**src/rtl/pwm_bank.sv**
```systemverilog
// rtl/pwm_bank.sv - multi-channel PWM bank driven by a byte-stream command parser
module pwm_bank #(
  parameter int CHANNELS = 4,
  parameter int WIDTH    = 8,
  parameter int PRESCALE = 1
) (
  input  logic                clk,
  input  logic                rst,
  input  logic [7:0]          data_in,
  input  logic                data_valid,
  input  logic                cs_n,
  output logic [CHANNELS-1:0] pwm_out,
  output logic                cmd_err,
  output logic                busy
);

  // Bytes per duty write and last counter value before the wrap.
  localparam int NB = (WIDTH + 7) / 8;
  localparam logic [WIDTH-1:0] LAST = WIDTH'((1 << WIDTH) - 2);
  localparam int PW = (PRESCALE > 1) ? $clog2(PRESCALE) : 1;

  typedef enum logic {IDLE, DATA} state_t;

  state_t      state, state_next;
  logic [1:0]  cnt, cnt_next;
  logic [6:0]  ch, ch_next;
  logic        is_en, is_en_next;
  logic [7:0]  prev_byte;
  logic        load_byte;
  logic        commit_duty;
  logic        commit_en;
  logic        err_next;

  // The duty word is the previous byte followed by the current one; only the
  // low WIDTH bits matter, so high bits of the first byte fall away.
  logic [15:0]      assembled;
  logic [WIDTH-1:0] duty_word;
  logic             unused_bits;

  assign assembled   = {prev_byte, data_in};
  assign duty_word   = assembled[WIDTH-1:0];
  assign unused_bits = ^assembled;
  assign busy        = (state == DATA);

  logic [PW-1:0]    psc;
  logic             tick;
  logic [WIDTH-1:0] count;
  logic             boundary;

  logic [WIDTH-1:0]    shadow_duty [CHANNELS];
  logic [WIDTH-1:0]    active_duty [CHANNELS];
  logic [CHANNELS-1:0] shadow_en;
  logic [CHANNELS-1:0] active_en;

  // Parser state register; cs_n high or reset drops any partial frame.
  always_ff @(posedge clk or posedge rst) begin
    if (rst) begin
      state     <= IDLE;
      cnt       <= '0;
      ch        <= '0;
      is_en     <= 1'b0;
      prev_byte <= '0;
      cmd_err   <= 1'b0;
    end else begin
      state   <= state_next;
      cnt     <= cnt_next;
      ch      <= ch_next;
      is_en   <= is_en_next;
      cmd_err <= err_next;
      if (load_byte) prev_byte <= data_in;
    end
  end

  // Parser next-state: opcode decode in IDLE, byte collection in DATA.
  always_comb begin
    state_next  = state;
    cnt_next    = cnt;
    ch_next     = ch;
    is_en_next  = is_en;
    load_byte   = 1'b0;
    commit_duty = 1'b0;
    commit_en   = 1'b0;
    err_next    = 1'b0;
    if (cs_n) begin
      state_next = IDLE;
    end else if (data_valid) begin
      case (state)
        IDLE: begin
          if (!data_in[7]) begin
            state_next = DATA;
            cnt_next   = 2'(NB);
            ch_next    = data_in[6:0];
            is_en_next = 1'b0;
          end else if (data_in == 8'h80) begin
            state_next = DATA;
            cnt_next   = 2'd1;
            is_en_next = 1'b1;
          end else begin
            err_next = 1'b1;
          end
        end
        DATA: begin
          load_byte = 1'b1;
          cnt_next  = cnt - 2'd1;
          if (cnt == 2'd1) begin
            state_next = IDLE;
            if (is_en) commit_en = 1'b1;
            else if (ch < 7'(CHANNELS)) commit_duty = 1'b1;
            else err_next = 1'b1;
          end
        end
        default: state_next = IDLE;
      endcase
    end
  end

  assign tick     = (psc == PW'(PRESCALE - 1));
  assign boundary = tick && (count == LAST);

  // Prescaler: one tick every PRESCALE clocks.
  always_ff @(posedge clk or posedge rst) begin
    if (rst) psc <= '0;
    else if (tick) psc <= '0;
    else psc <= psc + 1'b1;
  end

  // Period counter runs 0..2^WIDTH-2 so duty of all ones is constant high.
  always_ff @(posedge clk or posedge rst) begin
    if (rst) count <= '0;
    else if (tick) count <= (count == LAST) ? '0 : count + 1'b1;
  end

  // Shadow registers take commits; active copies follow only at a boundary,
  // so a commit in the boundary cycle waits for the next one.
  always_ff @(posedge clk or posedge rst) begin
    if (rst) begin
      for (int i = 0; i < CHANNELS; i++) begin
        shadow_duty[i] <= '0;
        active_duty[i] <= '0;
      end
      shadow_en <= '1;
      active_en <= '1;
    end else begin
      if (boundary) begin
        for (int i = 0; i < CHANNELS; i++) active_duty[i] <= shadow_duty[i];
        active_en <= shadow_en;
      end
      if (commit_duty) begin
        for (int i = 0; i < CHANNELS; i++)
          if (ch == 7'(i)) shadow_duty[i] <= duty_word;
      end
      if (commit_en) shadow_en <= data_in[CHANNELS-1:0];
    end
  end

  // Registered compare of the counter against each active duty.
  always_ff @(posedge clk or posedge rst) begin
    if (rst) pwm_out <= '0;
    else begin
      for (int i = 0; i < CHANNELS; i++)
        pwm_out[i] <= active_en[i] & (count < active_duty[i]);
    end
  end

endmodule

```
**config.mk**
```make
export PLATFORM = sky130hd
export DESIGN_NAME = pwm_bank
export DESIGN_NICKNAME = d
export VERILOG_FILES = /design/src/rtl/pwm_bank.sv
export SDC_FILE = /design/constraint.sdc
export NUM_CORES = 1
export LEC_CHECK = 0
export CORE_MARGIN = 3
export CORE_UTILIZATION = 60
export DETAILED_ROUTE_END_ITERATION = 10
export PLACE_DENSITY = 0.79
export SLEW_MARGIN = 20
export SYNTH_ARGS = -nofsm -noshare
export SYNTH_HDL_FRONTEND = slang
export SYNTH_SLANG_ARGS = --single-unit
```
**constraint.sdc**
```tcl
create_clock -name clk -period 3.45 [get_ports clk]
set_input_delay 0.69 -clock clk [delete_from_list [all_inputs] [get_ports clk]]
set_output_delay 0.69 -clock clk [all_outputs]
set_load 0.1 [all_outputs]
```
### Yosys cells after proc, flatten, opt, wreduce, memory -nomap -nowiden

Cells that the tools add are included.

* output and inout bits: 6
* word-level logic and storage cells: 84
* flip-flop bits (word level): 97

* muxes and demuxes: 32
* equal/unequal tests: 8
* bitwise operators: 8
* add/sub/neg operators: 3
* $lt $le $gt $ge: 5
* reduce and logical (&&, ||, !) cells: 10

Operators with widths (number)
* $lt 8x8->1: 4
* $mux 1: 26
* $eq 8x8->1 const B: 2
* $eq 7x2->1 const B: 2
* $add 8x1->8 const B: 1
* $mux 8: 1
* $reduce_and 2->1: 4
* $reduce_and 4->1: 2
* $eq 7x1->1 const B: 1
* $logic_not 7->1: 1
* $lt 7x3->1 const B: 1
* $and 1x1->1: 4
* $mux 2: 2
* $not 1->1: 4
* $pmux 1 s2: 2
* $pmux 2 s2: 1
* $ne 3x3->1 const B: 1
* $reduce_and 3->1: 1
* $eq 2x1->1 const B: 1
* $ne 2x1->1 const B: 1
* $reduce_bool 2->1: 1
* $sub 2x1->2 const B: 1
* $add 1x1->1 const B: 1
* $logic_and 1x1->1: 1

### Logic depth before layout (Yosys ltp)

* depth after elaboration: 8
* gate-level depth with buffers: 7
* mapped depth without buffers: 5

### Worst setup path after synthesis

No wires, ideal clock.

* path kind: reg-to-reg
* start: reg state (netlist: busy)
* end: reg shadow_duty[10] in the netlist's numbering
* library setup time: 125 ps
* stages on the path, launching flop included: 5
* buffers on the path: 1
* arrival time: 2430 ps
* path slack: 895 ps
* path through: dfrtp_1 > clkbuf_1 > or4bb_1 > nor4_4 > mux2_2

* cells in the longest elaborated chain, start to end: 4

RTL lines
* start: declaration: line 24 `state_t state, state_next;`
* start signal: assignment: line 65 `state <= state_next;`
* $mux 1: line 87 `case (state)`
* $mux 1: line 86 `end else if (data_valid) begin`
* $mux 1: line 84 `if (cs_n) begin`
* $reduce_and 2->1 (no source line)
* end signal: indexed assignment: line 150 `if (ch == 7'(i)) shadow_duty[i] <= duty_word;`
* end: declaration: line 50 `logic [WIDTH-1:0] shadow_duty [CHANNELS];`

No other way between the ends.
A chain may end at the register's enable or synchronous reset.

### Worst setup path after layout

* start: reg pwm_out[3]
* end: out pwm_out[3]

RTL lines
* start: declaration: line 12 `output logic [CHANNELS-1:0] pwm_out,`
* start signal: indexed assignment: line 161 `pwm_out[i] <= active_en[i] & (count < active_duty[i]);`

No word-level cell between the ends.

==> flow_summary_export.csv <==
group,metric,value,unit
timing,hold_violations,0,
timing,slew_headroom,35.0,%
clocking,htree_levels,3,
synthesis,synth_most_common_cell,"dfrtp_1",
synthesis,synth.yosys.seq_area_share,53.4,%
synthesis,syn_area_per_cell,13.2,um^2
synthesis,netlist_area,4520,um^2
synthesis,ys_warn_count,0,
finish,nNetsFinal,412,
clocking,clock-sinks,96,
finish,num_antenna_cells,0,
grt,antenna_found_initial,0,
grt,grt_max_degree,46,
route,ant_nets,0,
die,start_util,62.0,%
pwr,leakagePower,2.26,nW
clocking,cts_root_buf,"clkbuf_8",
placement,hpwl,6170,um
run,cap_violations,0,
synthesis,ys_seq_elements,96,
synthesis,synthTopCellsByArea,"dfrtp_1, mux2_2, ha_1",
synthesis,yosys_most_used_dff,"dfrtp_1",
timing,period_needed,2540,ps
route,viasPerCell,5.92,
setup_path,path_max_fanout,1,
grt,grt_pass1_vias,2938,
timing,fin_worst_skew,9.88,ps
timing,fin_crit_sh,73.6,%
setup_path,cp_top_family,"buffers and inverters",
synthesis,synth_top_area_share,48.7,%
die,die_h,92.8,um
clocking,cts_tree,"yes",
timing,final.setup.tns,0,ps
route,dr.pass1.iters,5,
setup_path,critPathCaptureType,"output pin",
route,drc,0,
synthesis,synthArstFlopShare,100,%
run_status,status,"complete, no violations",
synthesis,synth_top_area_cell,"dfrtp_1",
route,wirelength,8930,um
finish,final_core_util,69.1,%
clocking,numCtsBuffers,9,
synthesis,ys_types,40,
finish,multi_input_area,1950,um^2
setup_path,required,2760,ps
synthesis,synth_commonest_cells,"dfrtp_1, mux2_2, inv_1",
hold_path,min-delay-path-class,"register to register",
timing,drv_slew,0,
route,num_vias,2801,
grt,track_usage,23.0,%
setup_path,slowest_delay,1130,ps
finish,area_growth,11.5,%
clocking,cts_buffer_depth,2,
timing,grt_setup_unrepaired,"false",
die,num_io_pins,18,
setup_path,cp_cell_sequence,"clkdlybuf4s50_1",
setup_path,crit_buf_inv,1,
timing,clock.fmax,0.394,GHz
grt,grt_pass1_wl,15100,um
placement,gp_congestion,0.840,
placement,portBuffers,17,
setup_path,arrival,1850,ps
setup_path,slowest_stage,"clkdlybuf4s50_1",
pwr,irDropWorstVdd,0.330,mV
clocking,postCtsSetupBuffers,0,
clocking,clock_latency,370,ps
die,core.rowCount,31,
die,dieArea,8610,um^2
synthesis,synth_nets,386,
setup_path,cp-start-kind,"register",
clocking,path_clk_slew,100,ps
die,core,7290,um^2
setup_path,path_class,"register to output pin",
clocking,ctsResizeCount,0,
timing,tightest_slew,972,ps
pwr,p_per_area,421,nW/um^2
die,die_width,92.8,um
synthesis,synth_edf_count,0,
route,drtIter0Drc,105,
finish,fill_cells,529,
grt,overflow,0,
route,wl_per_cell,18.9,um
synthesis,synthCells,343,
finish,regArea,2410,um^2
clocking,postCtsHoldBufs,0,
finish,drive_above_1_share,31.3,%
timing,setup_viol,0,
-- final cells by class --
| type | instances | share of cell area [%] |
|---|---|---|
| sequential | 96 | 47.9 |
| multi-input combinational | 206 | 38.7 |
| timing repair buffer | 23 | 4.22 |
| inverter | 33 | 2.51 |
| clock buffer | 9 | 2.46 |
| tap | 99 | 2.46 |
| clock inverter | 7 | 1.74 |
-- placed cells by master (no fill, tap or decap), types with 2 or more instances in the layout --
cell type	instances
inv_6	2
a21oi_1	5
inv_1	32
nand2b_1	6
o211ai_1	4
o31ai_1	2
inv_8	2
mux2_1	2
nand4b_1	2
nor3_2	2
nor3_1	11
nand3_1	4
dfrtp_1	88
mux2_2	77
clkinv_4	2
clkbuf_8	9
ha_1	31
dfstp_2	8
xor2_1	2
a221oi_1	4
nand2_1	3
nor3b_1	4
nor4_1	9
nor2_1	6
nor4_4	4
clkdlybuf4s50_1	16
buf_4	7
o21ai_0	13
-- routing by layer --
layer  GRT usage (%)  part of all wire [%]
met5               0                     0
met4            8.18                   1.9
met3            4.14                   3.3
met2            36.2                    49
met1            32.4                    46
-- power breakdown --
part	internal (mW)	switching, mW
clock	0.353	0.429
sequential	1.16	0.0349
combinational	0.0562	0.0859
-- flip-flops by register name, indices dropped and copies added, names as in the netlist, 2 cells and up --
signal	flops
shadow_en	4
active_duty	32
active_en	4
ch	7
cnt	2
shadow_duty	32
pwm_out	4
count	8
-- cell families (layout without fill, tap and decap cells) --
logic type	Yosys count	in the layout	synth area share, %
adder cells (fa/ha/maj)	31	31	8.58
AND/OR/NAND/NOR	59	59	9.30
XOR/XNOR	3	3	0.581
buffers and inverters	41	72	3.57
flip-flops	96	96	53.4
multiplexers	79	79	19.7
AO/OA/AOI/OAI	34	34	4.93
-- through the flow --
stage | area (um^2) | hold WS (ps) | instances | total power [mW] | setup WS, ps
final | 5040 | 506 | 473 | 2.12 | 912
after global routing | 5040 | 525 | 473 | 2.21 | 864
after CTS | 5040 | 510 | 473 | 2.14 | 892
after detailed placement | 4830 | 487 | 457 | 1.36 | 658
after global placement | 4830 | 481 | 457 | 1.36 | 744
after floorplan | 4520 | 452 | 343 | 1.31 | 268
-- final timing paths --
check / from / to / slack [ps] / depth (start not counted)
setup / recovery: pwm_out[3] / pwm_out[3] / 910 / 1
hold / removal: ch[2] / ch[2] / 510 / 1
setup reg to reg: ch[5] / shadow_duty[26] / 1160 / 3
hold reg to reg: ch[2] / ch[2] / 510 / 1
max in group asynchronous: rst / active_en[2] / 1990 / 3
min in group asynchronous: rst / shadow_duty[24] / 700 / 2
(Power assumes the default switching activity.)
